## config.mk

```make
export PLATFORM = sky130hd
export DESIGN_NAME = mio_bus_unit
export DESIGN_NICKNAME = d
export VERILOG_FILES = /design/src/rtl/mio_bus_unit.sv
export SDC_FILE = /design/constraint.sdc
export NUM_CORES = 1
export LEC_CHECK = 0
export CORE_MARGIN = 4
export CORE_UTILIZATION = 49
export CTS_CLUSTER_DIAMETER = 30
export DETAILED_ROUTE_END_ITERATION = 7
export PLACE_DENSITY_LB_ADDON = 0.15
export SYNTH_ARGS = -nofsm -noshare
export SYNTH_HDL_FRONTEND = slang
export SYNTH_SLANG_ARGS = --single-unit
export TNS_END_PERCENT = 50
```

## constraint.sdc

```tcl
create_clock -name clk -period 5.85 [get_ports clk]
set_clock_uncertainty 0.1 [all_clocks]
set_input_delay 0.8775 -clock clk [delete_from_list [all_inputs] [get_ports clk]]
set_output_delay 0.8775 -clock clk [all_outputs]
set_load 0.01 [all_outputs]
```

## src/rtl/mio_bus_unit.sv

```systemverilog
// Memory/I-O bus unit: turns controller strobes into a req/ack bus cycle,
// positions store data, aligns/extends load data, and reports completion
// via a one-cycle mio_ready pulse. Misaligned accesses and bus timeouts
// finish without a bus cycle result and raise a sticky bus_err.
//
// Bus handshake: ram_req is raised with ram_we/ram_be/ram_addr/ram_wdata
// already valid and all of them stay stable until ram_ack is sampled high
// on a rising edge; that edge completes the transfer (ram_rdata is taken on
// the same edge). There is no back-pressure on the controller side: the
// controller holds its strobes until mio_ready, and inputs are only looked
// at in IDLE.
module mio_bus_unit #(
   parameter int TIMEOUT = 16,
   parameter int ADDR_W  = 32
) (
   input  logic              clk,
   input  logic              rst,
   input  logic              mem_read,
   input  logic              mem_write,
   input  logic              cpu_mio,
   input  logic [2:0]        ram_ctrl,
   input  logic [ADDR_W-1:0] addr,
   input  logic [31:0]       wdata,
   output logic [31:0]       rdata,
   output logic              mio_ready,
   output logic              bus_err,
   output logic              ram_req,
   output logic              ram_we,
   output logic [3:0]        ram_be,
   output logic [ADDR_W-3:0] ram_addr,
   output logic [31:0]       ram_wdata,
   input  logic [31:0]       ram_rdata,
   input  logic              ram_ack
);

   localparam int            TW     = $clog2(TIMEOUT) + 1;
   localparam logic [TW-1:0] T_LAST = TW'(TIMEOUT - 1);

   typedef enum logic [1:0] {IDLE = 2'd0, REQ = 2'd1, DONE = 2'd2} state_t;

   // state_q is the observable FSM state for hierarchical checkers
   state_t              state_q, state_d;
   logic [31:0]         rdata_q, rdata_d;
   logic                mio_ready_q, mio_ready_d;
   logic                bus_err_q, bus_err_d;
   logic                ram_req_q, ram_req_d;
   logic                ram_we_q, ram_we_d;
   logic [3:0]          ram_be_q, ram_be_d;
   logic [ADDR_W-3:0]   ram_addr_q, ram_addr_d;
   logic [31:0]         ram_wdata_q, ram_wdata_d;
   logic [TW-1:0]       timer_q, timer_d;
   logic [2:0]          type_q, type_d;
   logic                half_sel_q, half_sel_d;

   logic                accept;
   logic                in_half, in_fullx, misaligned;
   logic [15:0]         st_half;
   logic [31:0]         st_data;
   logic [3:0]          st_be;
   logic                ld_half_t, ld_fullx, ld_signed;
   logic [15:0]         ld_half;
   logic [31:0]         ld_data;
   logic                timeout_hit;

   function automatic logic [31:0] bswap32(input logic [31:0] v);
      return {v[7:0], v[15:8], v[23:16], v[31:24]};
   endfunction

   // Request decode and store-data positioning for the incoming access;
   // 010..101 are the half types, 11x falls back to plain Full
   always_comb begin
      accept     = cpu_mio & (mem_read | mem_write);
      in_half    = ram_ctrl[2] ^ ram_ctrl[1];
      in_fullx   = (ram_ctrl == 3'b001);
      misaligned = in_half ? addr[0] : (addr[1:0] != 2'b00);
      st_half    = ram_ctrl[0] ? {wdata[7:0], wdata[15:8]} : wdata[15:0];
      if (in_half) begin
         st_data = {st_half, st_half};
         st_be   = addr[1] ? 4'b1100 : 4'b0011;
      end else begin
         st_data = in_fullx ? bswap32(wdata) : wdata;
         st_be   = 4'b1111;
      end
   end

   // Load-data alignment using the type and half select latched at accept
   always_comb begin
      ld_half_t = type_q[2] ^ type_q[1];
      ld_fullx  = (type_q == 3'b001);
      ld_signed = (type_q[2:1] == 2'b01);
      ld_half   = half_sel_q ? ram_rdata[31:16] : ram_rdata[15:0];
      if (type_q[0]) ld_half = {ld_half[7:0], ld_half[15:8]};
      if (ld_half_t) begin
         ld_data = ld_signed ? {{16{ld_half[15]}}, ld_half} : {16'h0000, ld_half};
      end else begin
         ld_data = ld_fullx ? bswap32(ram_rdata) : ram_rdata;
      end
      timeout_hit = (timer_q == T_LAST);
   end

   // State register and all output/context flops; reset overrides any access
   always_ff @(posedge clk) begin
      if (rst) begin
         state_q     <= IDLE;
         rdata_q     <= '0;
         mio_ready_q <= 1'b0;
         bus_err_q   <= 1'b0;
         ram_req_q   <= 1'b0;
         ram_we_q    <= 1'b0;
         ram_be_q    <= '0;
         ram_addr_q  <= '0;
         ram_wdata_q <= '0;
         timer_q     <= '0;
         type_q      <= '0;
         half_sel_q  <= 1'b0;
      end else begin
         state_q     <= state_d;
         rdata_q     <= rdata_d;
         mio_ready_q <= mio_ready_d;
         bus_err_q   <= bus_err_d;
         ram_req_q   <= ram_req_d;
         ram_we_q    <= ram_we_d;
         ram_be_q    <= ram_be_d;
         ram_addr_q  <= ram_addr_d;
         ram_wdata_q <= ram_wdata_d;
         timer_q     <= timer_d;
         type_q      <= type_d;
         half_sel_q  <= half_sel_d;
      end
   end

   // Next-state: an ack on the timeout cycle still counts as completion
   always_comb begin
      state_d = state_q;
      case (state_q)
         IDLE:    if (accept) state_d = misaligned ? DONE : REQ;
         REQ:     if (ram_ack || timeout_hit) state_d = DONE;
         DONE:    state_d = IDLE;
         default: state_d = IDLE;
      endcase
   end

   // Output/context updates; mio_ready is high exactly while in DONE
   always_comb begin
      rdata_d     = rdata_q;
      bus_err_d   = bus_err_q;
      ram_req_d   = ram_req_q;
      ram_we_d    = ram_we_q;
      ram_be_d    = ram_be_q;
      ram_addr_d  = ram_addr_q;
      ram_wdata_d = ram_wdata_q;
      timer_d     = timer_q;
      type_d      = type_q;
      half_sel_d  = half_sel_q;
      case (state_q)
         IDLE: begin
            if (accept) begin
               type_d     = ram_ctrl;
               half_sel_d = addr[1];
               bus_err_d  = misaligned;
               timer_d    = '0;
               if (!misaligned) begin
                  ram_req_d   = 1'b1;
                  ram_we_d    = mem_write;
                  ram_be_d    = st_be;
                  ram_addr_d  = addr[ADDR_W-1:2];
                  ram_wdata_d = st_data;
               end
            end
         end
         REQ: begin
            timer_d = timer_q + TW'(1);
            if (ram_ack || timeout_hit) begin
               ram_req_d = 1'b0;
               ram_we_d  = 1'b0;
               ram_be_d  = 4'b0000;
               if (ram_ack) begin
                  if (!ram_we_q) rdata_d = ld_data;
               end else begin
                  bus_err_d = 1'b1;
               end
            end
         end
         DONE:    timer_d = '0;
         default: timer_d = '0;
      endcase
      mio_ready_d = (state_d == DONE);
   end

   assign rdata     = rdata_q;
   assign mio_ready = mio_ready_q;
   assign bus_err   = bus_err_q;
   assign ram_req   = ram_req_q;
   assign ram_we    = ram_we_q;
   assign ram_be    = ram_be_q;
   assign ram_addr  = ram_addr_q;
   assign ram_wdata = ram_wdata_q;

endmodule

```

==> summary.md <==
| Metric | Value |
|---|---|
| Worst slew pin tran | 1.33 ns |
| Final nets | 963 |
| Port Buffer Count | around 210 |
| Post-route DRC | 0 |
| Outcome | finished clean |
| H-tree levels | 3 |
| Ant diodes | 0 |
| Initial Util | 0.503 |
| Area grow syn2layout | 39.3% |
| First-pass GRT wire length | 29.8 mm |
| Layout cell share with drive strength beyond 1 | 0.0884 |
| TritonRoute pass-1 iters | 5 |
| GRT overflow | 0 |
| CTS tree | done |
| # rows | 39 |
| Crit share post-route | 0.585 |
| TritonCTS Buffers | 9 |
| Syn Std Cell Area | 5770 um^2 |
| Type of the worst min-delay path | register to register |
| Mapped Nets | 809 |
| Pwr dens | 228 nW/um^2 |
| Worst-path maximum fanout | 69 |
| Hold Violations, Final | 0 |
| Clock Pin Slew Worst Setup and Hold Paths | 0.08 ns |
| Sequential fraction of the synthesis area | 0.385 |
| CP Class | input port to register |
| Clk sinks | 111 |
| FMAX | between 200 and 300 MHz |
| Total negative setup slack | 0 ns |
| Initial antenna violation count | 0 |
| Routed len/inst | about 19 um |
| Area occupied by registers | about 2200 um^2 |
| Number of fill cells | 921 |
| I/O pin count | just over 200 |
| Die ar. | ~14,000 um^2 |
| Post-CTS setup buffer count | 0 |
| Max_cap viols | 0 |
| Fin. max-slew vios | 0 |
| Slew margin rel. | 0.115 |
| Hold_buf cts | 0 |
| Die H | between 100 and 150 um |
| Clock tree buffer depth | 2 |
| Final antenna-violating net count | 0 |
| RSZ-0062 raised after global routing | no |
| Die Wd | 117 um |
| Total number of vias | 6,152 |
| Final setup vio count | 0 |
| Setup Slack @ Placement | between 2 and 2.5 ns |
| CTS Root Cell | clkbuf_16 |
| Synth Register Bits | 111 |
| DRT iter0 DRCs | 553 |
| Synth Instances | 701 |
| Tot GR Track Use | 0.275 |
| Via/cell ratio | 6.13 |
| Final WL | 19.0 mm |
| IR drop worst, VDD | roughly 0.17 mV |
| Signal arrival time at the worst endpoint | 3.58 ns |
| Post-CTS sizing | 0 |
| Synth area leader | dfxtp_1 |
| Lkg Pwr | 2.80 nW |
| Vias in the first global route | ~5.8k |
| Min Tclk post-route | 3.42 ns |
| Pin count of the biggest net entering global routing | 113 |
| Startpoint Class | input port |
| Post-synth top area share | 0.385 |
| Largest cells by area after synthesis | dfxtp_1 39%, mux2_2 9.2%, a21oi_1 7.8%, nand2_1 6.1%, a22o_1 5.0% |
| Worst setup EP type | register |
| Clock Latency Late Sink | 0.35 ns |
| Multi-input logic area | 3250 um^2 |
| Core footprint | 11,500 um^2 |
| Post-Syn Area per Cell | approximately 8.2 um^2 |
| DPL Wire Length | 13.1 mm |
| Power, Total | 0.00183 W |
| Worst path required time | 6.01 ns |
| Yosys warning total | 0 |
| Synth cell types | 41 |
| Worst setup margin | about 2.4 ns |
| Global placer's final weighted congestion | 0.991 |
flip-flops by register name, summed over array words and instances (netlist names):
signal and count:
ram_wdata 32, ram_req 1, rdata 32, ram_we 1
type_q 3, state_q 2, timer_q 5, half_sel_q 1
ram_addr 30, bus_err 1, ram_be 2, mio_ready 1
layer usage:
metal,vias to the layer above,global-route usage,wire length [um]
li1,2865,-,-
met5,-,0,0
met4,0,0.142,783
met2,312,0.437,9270
met1,2905,0.361,7550
met3,70,0.0425,1400
report_power, final:
| part | internal, W | total (W) | switching (W) | leakage, nW |
|---|---|---|---|---|
| clock network | 0.000298 | 0.000603 | 0.000304 | 0.141 |
| logic | 0.000210 | 0.000414 | 0.000205 | 1.75 |
| registers | 0.000791 | 0.000817 | 0.0000267 | 0.903 |
| total | 0.00130 | 0.00183 | 0.000535 | 2.80 |
path summary, 6_finish.rpt:
path	start	endpoint	slack [ns]	cells after the start
min reg2reg	ram_addr[27]	ram_addr[27]	0.36	2
min	ram_addr[27]	ram_addr[27]	0.36	2
max reg2reg	type_q[2]	rdata[8]	2.91	6
max	ram_ctrl[2]	ram_be[1]	2.43	6
critical path, stage by stage:
cell and delay, ns:
clkdlybuf4s50_1 0.46, buf_4 0.38, xor2_2 0.31, o2111a_2 1.14, a21oi_1 0.07, a311oi_1 0.31
area by class of cell:
class	instances	area share
clock buffer	10	0.0285
multi-input combinational	518	0.405
sequential	111	0.276
inverter	5	0.00233
timing repair buffer	210	0.259
clock inverter	6	0.00669
tap	143	0.0223
logic make-up after synthesis:
group                      count (synthesis)  synth area share
adders and majority gates                  3           0.00651
AOI/OAI and AO/OA                        247             0.287
and+or+nand+nor                          216             0.165
DFF                                      111             0.385
muxes                                     51            0.0987
buffers and inverters                     72            0.0546
xor gates and xnor gates                   1           0.00282
placed cells by master, fill, tap and decap left out, types with 2 or more instances in the layout:
cell	count
a211oi_1	35
a21oi_1	90
a22o_1	33
a22oi_1	30
a311o_1	16
a311oi_1	2
buf_4	5
clkbuf_16	9
clkdlybuf4s50_1	204
clkinv_4	2
dfxtp_1	111
ha_1	3
inv_1	4
inv_8	2
mux2_2	47
mux2i_1	4
nand2_1	94
nand2b_1	19
nand3_1	2
nor2_1	64
nor2b_1	3
nor3_1	22
nor3b_1	2
o21ai_0	19
o22ai_1	16
per-stage QoR:
step                hold slack (ns)  instance area, um^2  instances   util
global placement              0.341                 7760        987  0.676
floorplan                     0.329                 5770        701      -
finish                        0.355                 8040       1003  0.701
CTS                           0.357                 8040       1003  0.701
detailed placement            0.346                 7760        987  0.676
global route                  0.378                 8040       1003  0.701
cells in the mapped netlist, drive strengths merged:
cell type and number:
nand3b 1, a311oi 2, nor2b 3, or3 1, and3 1, and3b 1, or2 1, a221o 1
xor2 1, mux2 47, a22oi 30, a311o 16, mux2i 4, a211oi 35, dfxtp 111, buf 28
or3b 1, clkbuf 39, and4bb 1, nand4bb 1, nand3 2, a21oi 91, nor3 22, a22o 33
o21a 1, nor2 64, o2111ai 1, nor3b 3, o21ai 20, o2111a 1, inv 4, o22ai 16
and2 1, nand2b 19, ha 3, clkinv 1, nand2 94
Power figures use the tool's default switching activity.
